==> src/rtl/fifo_wr_arbiter.sv <==
// Round-robin arbiter that shares one FIFO write port among NREQ producers, granting bursts.
// Optional idle-grant timeout is compiled in when FIFO_ARB_TIMEOUT_EN is defined.
module fifo_wr_arbiter #(
   parameter int NREQ      = 4,
   parameter int DATA_W    = 32,
   parameter int MAX_BURST = 8,
   parameter int TIMEOUT   = 16
) (
   input  logic                     CLK,
   input  logic                     RST,
   input  logic [NREQ-1:0]          req_valid,
   input  logic [NREQ*DATA_W-1:0]   req_data,
   input  logic [NREQ-1:0]          req_last,
   output logic [NREQ-1:0]          req_ready,
   input  logic                     fifo_full,
   output logic                     fifo_wen,
   output logic [DATA_W-1:0]        fifo_wdata,
   output logic [$clog2(NREQ)-1:0]  grant_id,
   output logic                     busy
);

   localparam int IDW = $clog2(NREQ);
   localparam int BCW = $clog2(MAX_BURST+1);
   localparam logic [BCW-1:0] LAST_BEAT = BCW'(MAX_BURST-1);
   localparam logic [BCW-1:0] BEAT_SAT  = BCW'(MAX_BURST);

   typedef enum logic {IDLE, XFER} state_t;

   state_t            state, state_nxt;
   logic [IDW-1:0]    gid, gid_nxt;
   logic [IDW-1:0]    last_grant, last_grant_nxt;
   logic [BCW-1:0]    beat_cnt, beat_cnt_nxt;
   logic [IDW-1:0]    pick, idx;
   logic              pick_found;
   logic              beat;
   logic [DATA_W-1:0] data_arr [NREQ];

`ifdef FIFO_ARB_TIMEOUT_EN
   localparam int TCW = $clog2(TIMEOUT+1);
   localparam logic [TCW-1:0] TO_LAST = TCW'(TIMEOUT-1);
   logic [TCW-1:0]    idle_cnt, idle_cnt_nxt;
`endif

   always_comb begin
      for (int i = 0; i < NREQ; i++) begin
         data_arr[i] = req_data[i*DATA_W +: DATA_W];
      end
   end

   // Search starts just past the previous grantee so every requester gets a turn.
   always_comb begin
      pick       = '0;
      pick_found = 1'b0;
      idx        = '0;
      for (int k = 1; k <= NREQ; k++) begin
         idx = IDW'((int'(last_grant) + k) % NREQ);
         if (!pick_found && req_valid[idx]) begin
            pick       = idx;
            pick_found = 1'b1;
         end
      end
   end

   assign beat       = (state == XFER) && req_valid[gid] && !fifo_full;
   assign fifo_wen   = beat;
   assign fifo_wdata = data_arr[gid];
   assign grant_id   = gid;
   assign busy       = (state == XFER);

   always_comb begin
      req_ready = '0;
      if ((state == XFER) && !fifo_full) begin
         req_ready[gid] = 1'b1;
      end
   end

   always_comb begin
      state_nxt      = state;
      gid_nxt        = gid;
      last_grant_nxt = last_grant;
      beat_cnt_nxt   = beat_cnt;
`ifdef FIFO_ARB_TIMEOUT_EN
      idle_cnt_nxt   = idle_cnt;
`endif
      case (state)
         IDLE: begin
            if (pick_found) begin
               gid_nxt      = pick;
               beat_cnt_nxt = '0;
`ifdef FIFO_ARB_TIMEOUT_EN
               idle_cnt_nxt = '0;
`endif
               state_nxt    = XFER;
            end
         end
         XFER: begin
            if (beat) begin
               if (beat_cnt != BEAT_SAT) begin
                  beat_cnt_nxt = beat_cnt + 1'b1;
               end
               if (req_last[gid] || (beat_cnt == LAST_BEAT)) begin
                  state_nxt      = IDLE;
                  last_grant_nxt = gid;
               end
            end
`ifdef FIFO_ARB_TIMEOUT_EN
            // Only cycles with the grantee's valid low count; full stalls with valid high do not.
            if (req_valid[gid]) begin
               idle_cnt_nxt = '0;
            end else if (idle_cnt == TO_LAST) begin
               idle_cnt_nxt   = '0;
               state_nxt      = IDLE;
               last_grant_nxt = gid;
            end else begin
               idle_cnt_nxt = idle_cnt + 1'b1;
            end
`endif
         end
         default: state_nxt = IDLE;
      endcase
   end

   // Reset leaves last_grant at the top index so requester 0 wins the first arbitration.
   always_ff @(posedge CLK or posedge RST) begin
      if (RST) begin
         state      <= IDLE;
         gid        <= '0;
         last_grant <= IDW'(NREQ-1);
         beat_cnt   <= '0;
`ifdef FIFO_ARB_TIMEOUT_EN
         idle_cnt   <= '0;
`endif
      end else begin
         state      <= state_nxt;
         gid        <= gid_nxt;
         last_grant <= last_grant_nxt;
         beat_cnt   <= beat_cnt_nxt;
`ifdef FIFO_ARB_TIMEOUT_EN
         idle_cnt   <= idle_cnt_nxt;
`endif
      end
   end

endmodule
==> config.mk <==
export PLATFORM = sky130hd
export DESIGN_NAME = fifo_wr_arbiter
export DESIGN_NICKNAME = d
export VERILOG_FILES = /design/src/rtl/fifo_wr_arbiter.sv
export SDC_FILE = /design/constraint.sdc
export NUM_CORES = 1
export LEC_CHECK = 0
export ABC_AREA = 0
export BUFFER_PORTS_ARGS = -buffer_cell sky130_fd_sc_hd__buf_2
export CELL_PAD_IN_SITES_DETAIL_PLACEMENT = 1
export CELL_PAD_IN_SITES_GLOBAL_PLACEMENT = 2
export CORE_ASPECT_RATIO = 1.75
export CORE_MARGIN = 5
export CORE_UTILIZATION = 14
export DETAILED_ROUTE_END_ITERATION = 10
export PLACE_DENSITY = 0.87
export SLEW_MARGIN = 10
export SYNTH_ARGS = -nofsm -noshare
export SYNTH_HDL_FRONTEND = slang
export SYNTH_SLANG_ARGS = --single-unit
==> constraint.sdc <==
create_clock -name CLK -period 1.7 [get_ports CLK]
set_clock_uncertainty 0.15 [all_clocks]
set_input_delay 0.085 -clock CLK [delete_from_list [all_inputs] [get_ports CLK]]
set_output_delay 0.085 -clock CLK [all_outputs]
set_load 0.05 [all_outputs]
# [Yosys cells after proc, flatten, opt, wreduce, memory -nomap -nowiden]
# Index checks and enable logic that the tools add are counted.
[word_totals] reg_bits=9 latch_bits=0 ramBits=0 rom_bits=0 in_bits=139 n_memories=0
[op_classes] addsub=5 multipliers=0 n_div=0 magnitude_cmp=7 n_eq_ne=5 shifts=0 n_mux=34 n_bitwise=2 n_reduce_logical=15
[op_table] cell="$bmux W32 S2" n=1
[op_table] cell="$mux W32" n=2
[op_table] cell="$mux W4" n=4
[op_table] cell="$lt A2 B3 Y1 const B" n=5
[op_table] cell="$mux W1" n=14
[op_table] cell="$bmux W1 S2" n=6
[op_table] cell="$mux W2" n=4
[op_table] cell="$pmux W4 S2" n=1
[op_table] cell="$logic_and A1 B1 Y1" n=7
[op_table] cell="$reduce_and A3 Y1" n=2
[op_table] cell="$add A2 B1 Y2 const B" n=2
[op_table] cell="$add A2 B2 Y2 const B" n=2
[op_table] cell="$add A4 B1 Y4 const B" n=1
[op_table] cell="$eq A4 B3 Y1 const B" n=1
[op_table] cell="$logic_not A1 Y1" n=4
[op_table] cell="$ne A2 B2 Y1 const B" n=2
[op_table] cell="$ne A4 B4 Y1 const B" n=1
[op_table] cell="$ge A3 B3 Y1 const B" n=1
[op_table] cell="$not A2 Y3" n=1
[op_table] cell="$demux W1 S2" n=1
[op_table] cell="$ge A2 B1 Y1 const B" n=1
[op_table] cell="$ne A2 B1 Y1 const B" n=1
[op_table] cell="$pmux W1 S2" n=1
[op_table] cell="$reduce_and A2 Y1" n=1
[op_table] cell="other kinds (2)" n=2

# [Longest topological paths before layout]
# Gate-level depths: netlist of run 1.
[depth] depth_word=15 mapped_depth=5 mapped_depth_nobuf=5

# [Worst setup path after synthesis of run 1]
# No wires, ideal clock.
[synth_path] kind="register -> output" start="reg gid[1] (netlist: grant_id[1])" end="out req_ready[0]" arrival_time_ns=2.587 setup_slack_ns=-1.122 stages_incl_launch_ff=4 n_path_buf=2 path_cell_list="dfrtp_1 > buf_2 > buf_2 > nor4_1"
[synth_between] elab_chain_len=5
[synth_lines] item="from (decl)" line="30" rtl="logic [IDW-1:0] gid, gid_nxt;"
[synth_lines] item="from (signal assigned)" line="135" rtl="gid <= gid_nxt;"
[synth_lines] item="$lt A2 B3 Y1 (not written as such) / $ge A2 B1 Y1 (equally long branches)" line="73" rtl="req_ready[gid] = 1'b1;"
[synth_lines] item="$logic_and A1 B1 Y1 (not written as such)" line="73"
[synth_lines] item="$mux W1 (not written as such)" line="73"
[synth_lines] item="$demux W1 S2 *" line="73"
[synth_lines] item="$mux W4 *" line="72" rtl="if ((state == XFER) && !fifo_full) begin"
[synth_lines] item="to (decl)" line="14" rtl="output logic [NREQ-1:0] req_ready,"
# Mark *: on every way between the ends. The rest lies on a longest branch, timed or not.

# [Worst setup path after layout of run 1]
[layout_path] start="reg gid[0] (netlist: grant_id[0])" end="out fifo_wen"
[layout_between] elab_chain_len=4
[layout_lines] item="$bmux W1 S2" line="64" rtl="assign beat = (state == XFER) && req_valid[gid] && !fifo_full;"
[layout_lines] item="$mux W1 (not written as such)" line="64"
[layout_lines] item="$logic_and A1 B1 Y1 (2 in a row)" line="64"
[layout_lines] item="to (decl)" line="16" rtl="output logic fifo_wen,"
# Every way passes these cells. The select of a mux whose other input is x is not followed.

==> impl_results.md, run 1 <==
- Die Ht: 143 um
- Sequential-to-total area share from yosys stat: 16.2%
- TritonRoute pass-1 iters: 4
- Row Count: 48
- Pleak: 1.48 nW
- Synth Area in Compound Gates: 8.27%
- Post-Synthesis Mean Instance Area: 13.4 um2
- Worst r2r src: grant_id[0]$_DFFE_PP0P_
- Arrival @ worst endpoint: 1.65 ns
- Storage element area: 231 um2
- Post-Synth Simple-Gate Area: 9.25%
- CTS Buf Count: 3
- GRT Overall Usage: 11.9%
- Final Max Slew Viols: 0
- Max_cap viols: 0
- Final worst path period need: 1.88 ns
- Worst path required time: 1.46 ns
- Post-DP Area: 2530 um2
- Run status: finished with violations
- Clock Path Buffers: 2
- Post-Syn Nets: 246
- Via density: 4.38
- R2r setup slk: -0.18 ns
- Worst-skew pair later-pin latency: 0.24 ns
- Vias: 1855
- Worst-margin pin slew: 0.387 ns
- Average wire per standard cell: 18.7 um
- Relative slew slack: 74.2%
- Hold slack final: 0.0531 ns
- Root buf cell: clkbuf_16
- Vias in the first global route: 2069
- Initial antenna violation count: 3
- Final WS setup: -0.185 ns
- Post-synthesis xor/xnor area fraction: 0%
- CP max FO: 5
- Worst-path clk slew: 0.04 ns
- Fin Setup TNS: -6.12 ns
- Chip width: 85.8 um
- Drt drc: 0
- First-pass GRT wire length: 11.4 mm
- # setup viols final: 40
- Fill cells: 1155
- Pin count of the biggest net entering global routing: 36
- Adder-cell share of the synthesized area: 1.78%
- Mux contribution to synthesized area: 58.8%
- R2R Path End: last_grant[1]$_DFFE_PP1P_
- Final hold violations: 0
- Core area: 9850 um2
- Kind of critical path: register to primary output
- Gpl congestion: 0.815
- H-tree Lvls: 1
- Element type at the critical path end: primary output
- Power Density: 2030 nW/um2
- Period Utilization, post-route: 111%
- Hold path depth: 3
- Synth cell types: 33
- Layout area overhead: 115%
- Clk sinks: 9
- Synth Register Bits: 9
- Post-DP HPWL: 6.64 mm
- Share of cells above drive strength 1: 84.3%
- Area occupied by multi-input gates: 1140 um2
- IO Port Bufs: 178
- Hold Crit Start: req_valid[3]
- Worst reg-to-reg path cell count: 5
- Max rail drop VDD: 1.09 mV
- CTS tree: yes
- I/O pins: 179
- RSZ-0062 raised after global routing: true
- Max Clk Rate: 531 MHz
- Post-Syn Area: 1410 um2
- Initial detailed-routing violation count: 18
- Hold WC Path Type: input pin to register
- DRT Wirelength: 7.94 mm
- Crit path launch type: register
- Hold EP: grant_id[1]$_DFFE_PP0P_
- Grt ovf: 0
- Failing checks: negative setup slack
- Largest family of logic cells by synthesized area: multiplexers
- Syn. warnings: 0
- Die area: 12200 um2
- Layout Nets: 441
- Ant. Diodes: 0
- Synthesized instance count: 105
- Final non-filler cell area: 3030 um2
- Starting Density: 14.3%
- Post-DRT Antenna Nets: 0
critical path, stage by stage (launching register included):
cell	delay [ns]
dfrtp_2	0.43
buf_6	0.13
mux4_2	0.53
and2_4	0.18
buf_6	0.15
metal layers:
metal,vias up,share of wire [%],GRT usage [%]
met4,6,1.4,2.42
met3,10,9.9,3.30
li1,836,-,-
met5,-,0.42,0
met2,132,56,24.7
met1,871,32,11.3
cell usage after synthesis, drive strengths merged:
cell type	instances	share of area, %
mux4	34	54
buf	7	3.3
dfrtp	7	12
inv	5	1.3
mux2i	5	3.6
o21ai	5	1.8
clkbuf	4	1.1
and3b	3	1.9
nand2	3	0.80
nor2	3	0.80
nor2b	3	1.3
a21oi	2	0.71
and3	2	0.89
dfstp	2	3.7
ha	2	1.8
nand3	2	0.71
nor4	2	0.89
o211ai	2	1.4
a211o	1	0.62
a21boi	1	0.53
a22o	1	0.62
a32o	1	0.71
and2	1	0.62
mux2	1	0.80
nand2b	1	0.45
nand3b	1	0.53
nor3	1	0.36
o21bai	1	0.53
o31ai	1	0.53
o41a	1	0.80
cell families after synthesis:
kind of cell	count (synthesis)
buffers and inverters	16
adder cells (fa/ha/maj)	2
AND/OR/NAND/NOR	22
flip-flops	9
AO/OA/AOI/OAI	16
multiplexers	40
through the flow:
stage | std cells | setup WS [ns] | util [%] | power (W)
floorplan | 105 | -0.229 | - | 0.00373
global placement | 408 | -0.0255 | 25.7 | 0.00458
detailed placement | 408 | -0.0478 | 25.7 | 0.00463
CTS | 423 | -0.222 | 30.7 | 0.00621
global route | 424 | -0.252 | 30.8 | 0.00644
finish | 424 | -0.185 | 30.8 | 0.00615
how the worst max path moves through the flow:
stage / start / slack (ns) / end / cells after the start
2_1_floorplan: grant_id[0]$_DFFE_PP0P_ / -0.23 / last_grant[0]$_DFFE_PP1P_ / 4
6_report: grant_id[0]$_DFFE_PP0P_ / -0.18 / fifo_wen / 4
3_5_place_dp: grant_id[0]$_DFFE_PP0P_ / -0.05 / fifo_wdata[6] / 3
3_3_place_gp: grant_id[0]$_DFFE_PP0P_ / -0.03 / fifo_wdata[6] / 3
4_1_cts: grant_id[0]$_DFFE_PP0P_ / -0.22 / last_grant[1]$_DFFE_PP1P_ / 5
5_1_grt: grant_id[0]$_DFFE_PP0P_ / -0.25 / beat_cnt[1]$_DFFE_PP0P_ / 5
cells in the final DEF, fill, tap and decap left out, drive strengths merged, types with 3 or more instances in the layout:
| cell type | count |
|---|---|
| nor2b | 3 |
| dfrtp | 7 |
| mux4 | 34 |
| inv | 5 |
| nor2 | 3 |
| mux2i | 5 |
| clkbuf | 4 |
| nand2 | 3 |
| o21ai | 5 |
| and3b | 3 |
| buf | 200 |
power breakdown:
part	leakage (nW)	total (W)	internal [W]	switching, W
Sequential	0.103	0.000476	0.000330	0.000146
Combinational	1.34	0.00525	0.00238	0.00287
Clock	0.0382	0.000426	0.000314	0.000111
Total	1.48	0.00615	0.00303	0.00313
registers in the layout, summed over array words and instances (netlist names):
name and flops:
last_grant 2, busy 1, beat_cnt 4, grant_id 2
repair_timing:
item	CTS	global route
hold buffers	1	0
setup endpoints to repair	38	43
gates cloned	3	0
resized for setup	85	4
pin swaps	4	1
endpoints found under the hold margin	9	0
buffers inserted	7	2
cell type report:
cell class | count | share of cell area [%]
clock buffer | 4 | 2.60
inverter | 5 | 0.620
multi-input combinational | 80 | 37.7
sequential | 9 | 7.64
tap | 125 | 5.16
timing repair buffer | 201 | 46.3
Note: power is estimated with default switching activity, not from simulation.
==> run 2, diff against run 1 <==
Settings changed: ABC_AREA 0 to not set, CORE_UTILIZATION 14 to 16, PLACE_DENSITY 0.87 to 0.93.
Clock period 1.7 ns to 1.9 ns, I/O delays scaled along.
==> impl_results.md, run 2 (synthesized netlist as in run 1, its figures left out) <==
- Run status: finished with violations (unchanged)
- H-tree Lvls: 1 (unchanged)
- Pleak: 1.42 nW (was 1.48 nW)
- Gpl congestion: 0.845 (was 0.815)
- Failing checks: negative setup slack (unchanged)
- Number of flip-flops in the largest register: 4 (unchanged)
- Final worst path period need: 1.91 ns
- Worst path required time: 1.91 ns (was 1.46 ns)
- TritonRoute pass-1 iters: 4 (unchanged)
- IO Port Bufs: 178 (unchanged)
- Element type at the critical path end: register (was primary output)
- Storage element area: 230 um2 (was 231 um2)
- Initial antenna violation count: 5 (was 3)
- Worst-skew pair later-pin latency: 0.24 ns (about the same)
- Max Clk Rate: 524 MHz
- Final WS setup: -0.00941 ns (was -0.185 ns)
- Core Util, Final: 32.9% (was 30.8%)
- Arrival @ worst endpoint: 1.92 ns (was 1.65 ns)
- Worst-path clk slew: 0.04 ns (about the same)
- Area occupied by multi-input gates: 1120 um2 (was 1140 um2)
- Starting Density: 16.3% (was 14.3%)
- Vias in the first global route: 1984 (was 2069)
- I/O pins: 179 (unchanged)
- Initial detailed-routing violation count: 43 (was 18)
- Via density: 4.58 (was 4.38)
- Final hold violations: 0 (unchanged)
- Max rail drop VDD: 0.848 mV (was 1.09 mV)
- Total power: 0.00513 W (was 0.00615 W)
- GRT Overall Usage: 13.2% (was 11.9%)
- Root buf cell: clkbuf_16 (unchanged)
- CTS tree: yes (unchanged)
- Post-DP HPWL: 6.67 mm (was 6.64 mm)
- Crit path launch type: register (unchanged)
- Kind of critical path: register to register (was register to primary output)
- Clk sinks: 9 (unchanged)
- RSZ-0062 raised after global routing: true (unchanged)
- # setup viols final: 2 (was 40)
- Grt ovf: 0 (unchanged)
- Layout Nets: 431 (was 441)
- CTS Buf Count: 3 (unchanged)
- DRT Wirelength: 7.98 mm (was 7.94 mm)
- Worst-margin pin slew: 0.364 ns (was 0.387 ns)
- Hold WC Path Type: input pin to register (unchanged)
- Fin Setup TNS: -0.0106 ns (was -6.12 ns)
- Most common cell after layout, fill and taps aside: buf_2 (unchanged)
- Core area: 8610 um2 (was 9850 um2)
- Most flops, register: beat_cnt (unchanged)
- Clock Path Buffers: 2 (unchanged)
- Post-placement cell count: 394 (was 408)
- Share of cells above drive strength 1: 82.0% (was 84.3%)
- Max_cap viols: 0 (unchanged)
- Average wire per standard cell: 19.6 um (was 18.7 um)
- Power Density: 1810 nW/um2 (was 2030 nW/um2)
- Die Ht: 134 um (was 143 um)
- CP max FO: 5 (unchanged)
- Most frequent cells in the layout: buf_2 (147), mux4_2 (34), buf_4 (19), buf_6 (18) (was buf_2 (141), buf_6 (37), mux4_2 (34), buf_4 (14))
- Row Count: 45 (was 48)
- Post-DRT Antenna Nets: 0 (unchanged)
- Final Non-Filler Cells: 408 (was 424)
- Die area: 10800 um2 (was 12200 um2)
- Fill cells: 1018 (was 1155)
- Period Utilization, post-route: 100%
- First-pass GRT wire length: 10.7 mm (was 11.4 mm)
- Relative slew slack: 75.6% (was 74.2%)
- Layout area overhead: 102% (was 115%)
- Vias: 1867 (was 1855)
- Chip width: 80.9 um (was 85.8 um)
- Pin count of the biggest net entering global routing: 40 (was 36)
- Final Max Slew Viols: 0 (unchanged)
- Drt drc: 0 (unchanged)
## run 2: where the power goes
part	internal, W	total (W)	switching, W
logic	0.00185	0.00435	0.00250
registers	0.000294	0.000403	0.000109
clock network	0.000281	0.000381	0.0000994
## run 2: stage by stage
step / worst slack, ns / area, um2 / hold WS [ns]
2_1_floorplan: -0.0293 / 1450 / -0.229
3_3_place_gp: 0.164 / 2460 / -0.0680
3_5_place_dp: 0.145 / 2460 / -0.0675
4_1_cts: -0.0332 / 2730 / 0.0465
5_1_grt: -0.0640 / 2840 / 0.115
6_report: -0.00941 / 2840 / 0.0483
## run 2: worst max-delay path: stages, from the launching register on
cell and delay [ns]:
dfrtp_2 0.38, buf_12 0.14, buf_6 0.10, mux4_2 0.50, o211ai_2 0.24, mux2_4 0.32
## run 2: worst paths after layout
path                       slack (ns)               startpoint                   endpoint  cells past startpoint
max                            -0.009  grant_id[0]$_DFFE_PP0P_  last_grant[1]$_DFFE_PP1P_                      5
max reg2reg                    -0.009  grant_id[0]$_DFFE_PP0P_  last_grant[1]$_DFFE_PP1P_                      5
min                              0.05             req_valid[3]    grant_id[1]$_DFFE_PP0P_                      3
max in group asynchronous        1.07                      RST  last_grant[1]$_DFFE_PP1P_                      3
min reg2reg                      0.36  beat_cnt[3]$_DFFE_PP0P_    beat_cnt[3]$_DFFE_PP0P_                      1
min in group asynchronous        0.22                      RST    grant_id[1]$_DFFE_PP0P_                      3
## run 2: what timing repair did
| action | 4_1_cts | 5_1_grt |
|---|---|---|
| endpoints found under the setup margin | 33 | 37 |
| pin swaps | 0 | 1 |
| resized for setup | 39 | 17 |
| buffers inserted | 3 | 2 |
| cloned | 1 | 1 |
| hold endpoints to repair | 9 | 0 |
| hold buffers | 1 | 0 |
## run 2: layout make-up
| cell class | count | area share [%] |
|---|---|---|
| antenna | 2 | 0.176 |
| clock buffer | 4 | 2.78 |
| inverter | 5 | 0.661 |
| multi-input combinational | 80 | 39.6 |
| sequential | 9 | 8.11 |
| tap | 117 | 5.16 |
| timing repair buffer | 191 | 43.6 |
## run 2: routing by layer
| metal | part of all wire, % | up-vias | track usage (%) |
|---|---|---|---|
| li1 | - | 824 | - |
| met2 | 54 | 123 | 25.5 |
| met3 | 13 | 22 | 6.32 |
| met4 | 2.0 | 6 | 3.67 |
| met5 | 0.58 | - | 0 |
| met1 | 31 | 892 | 11.6 |
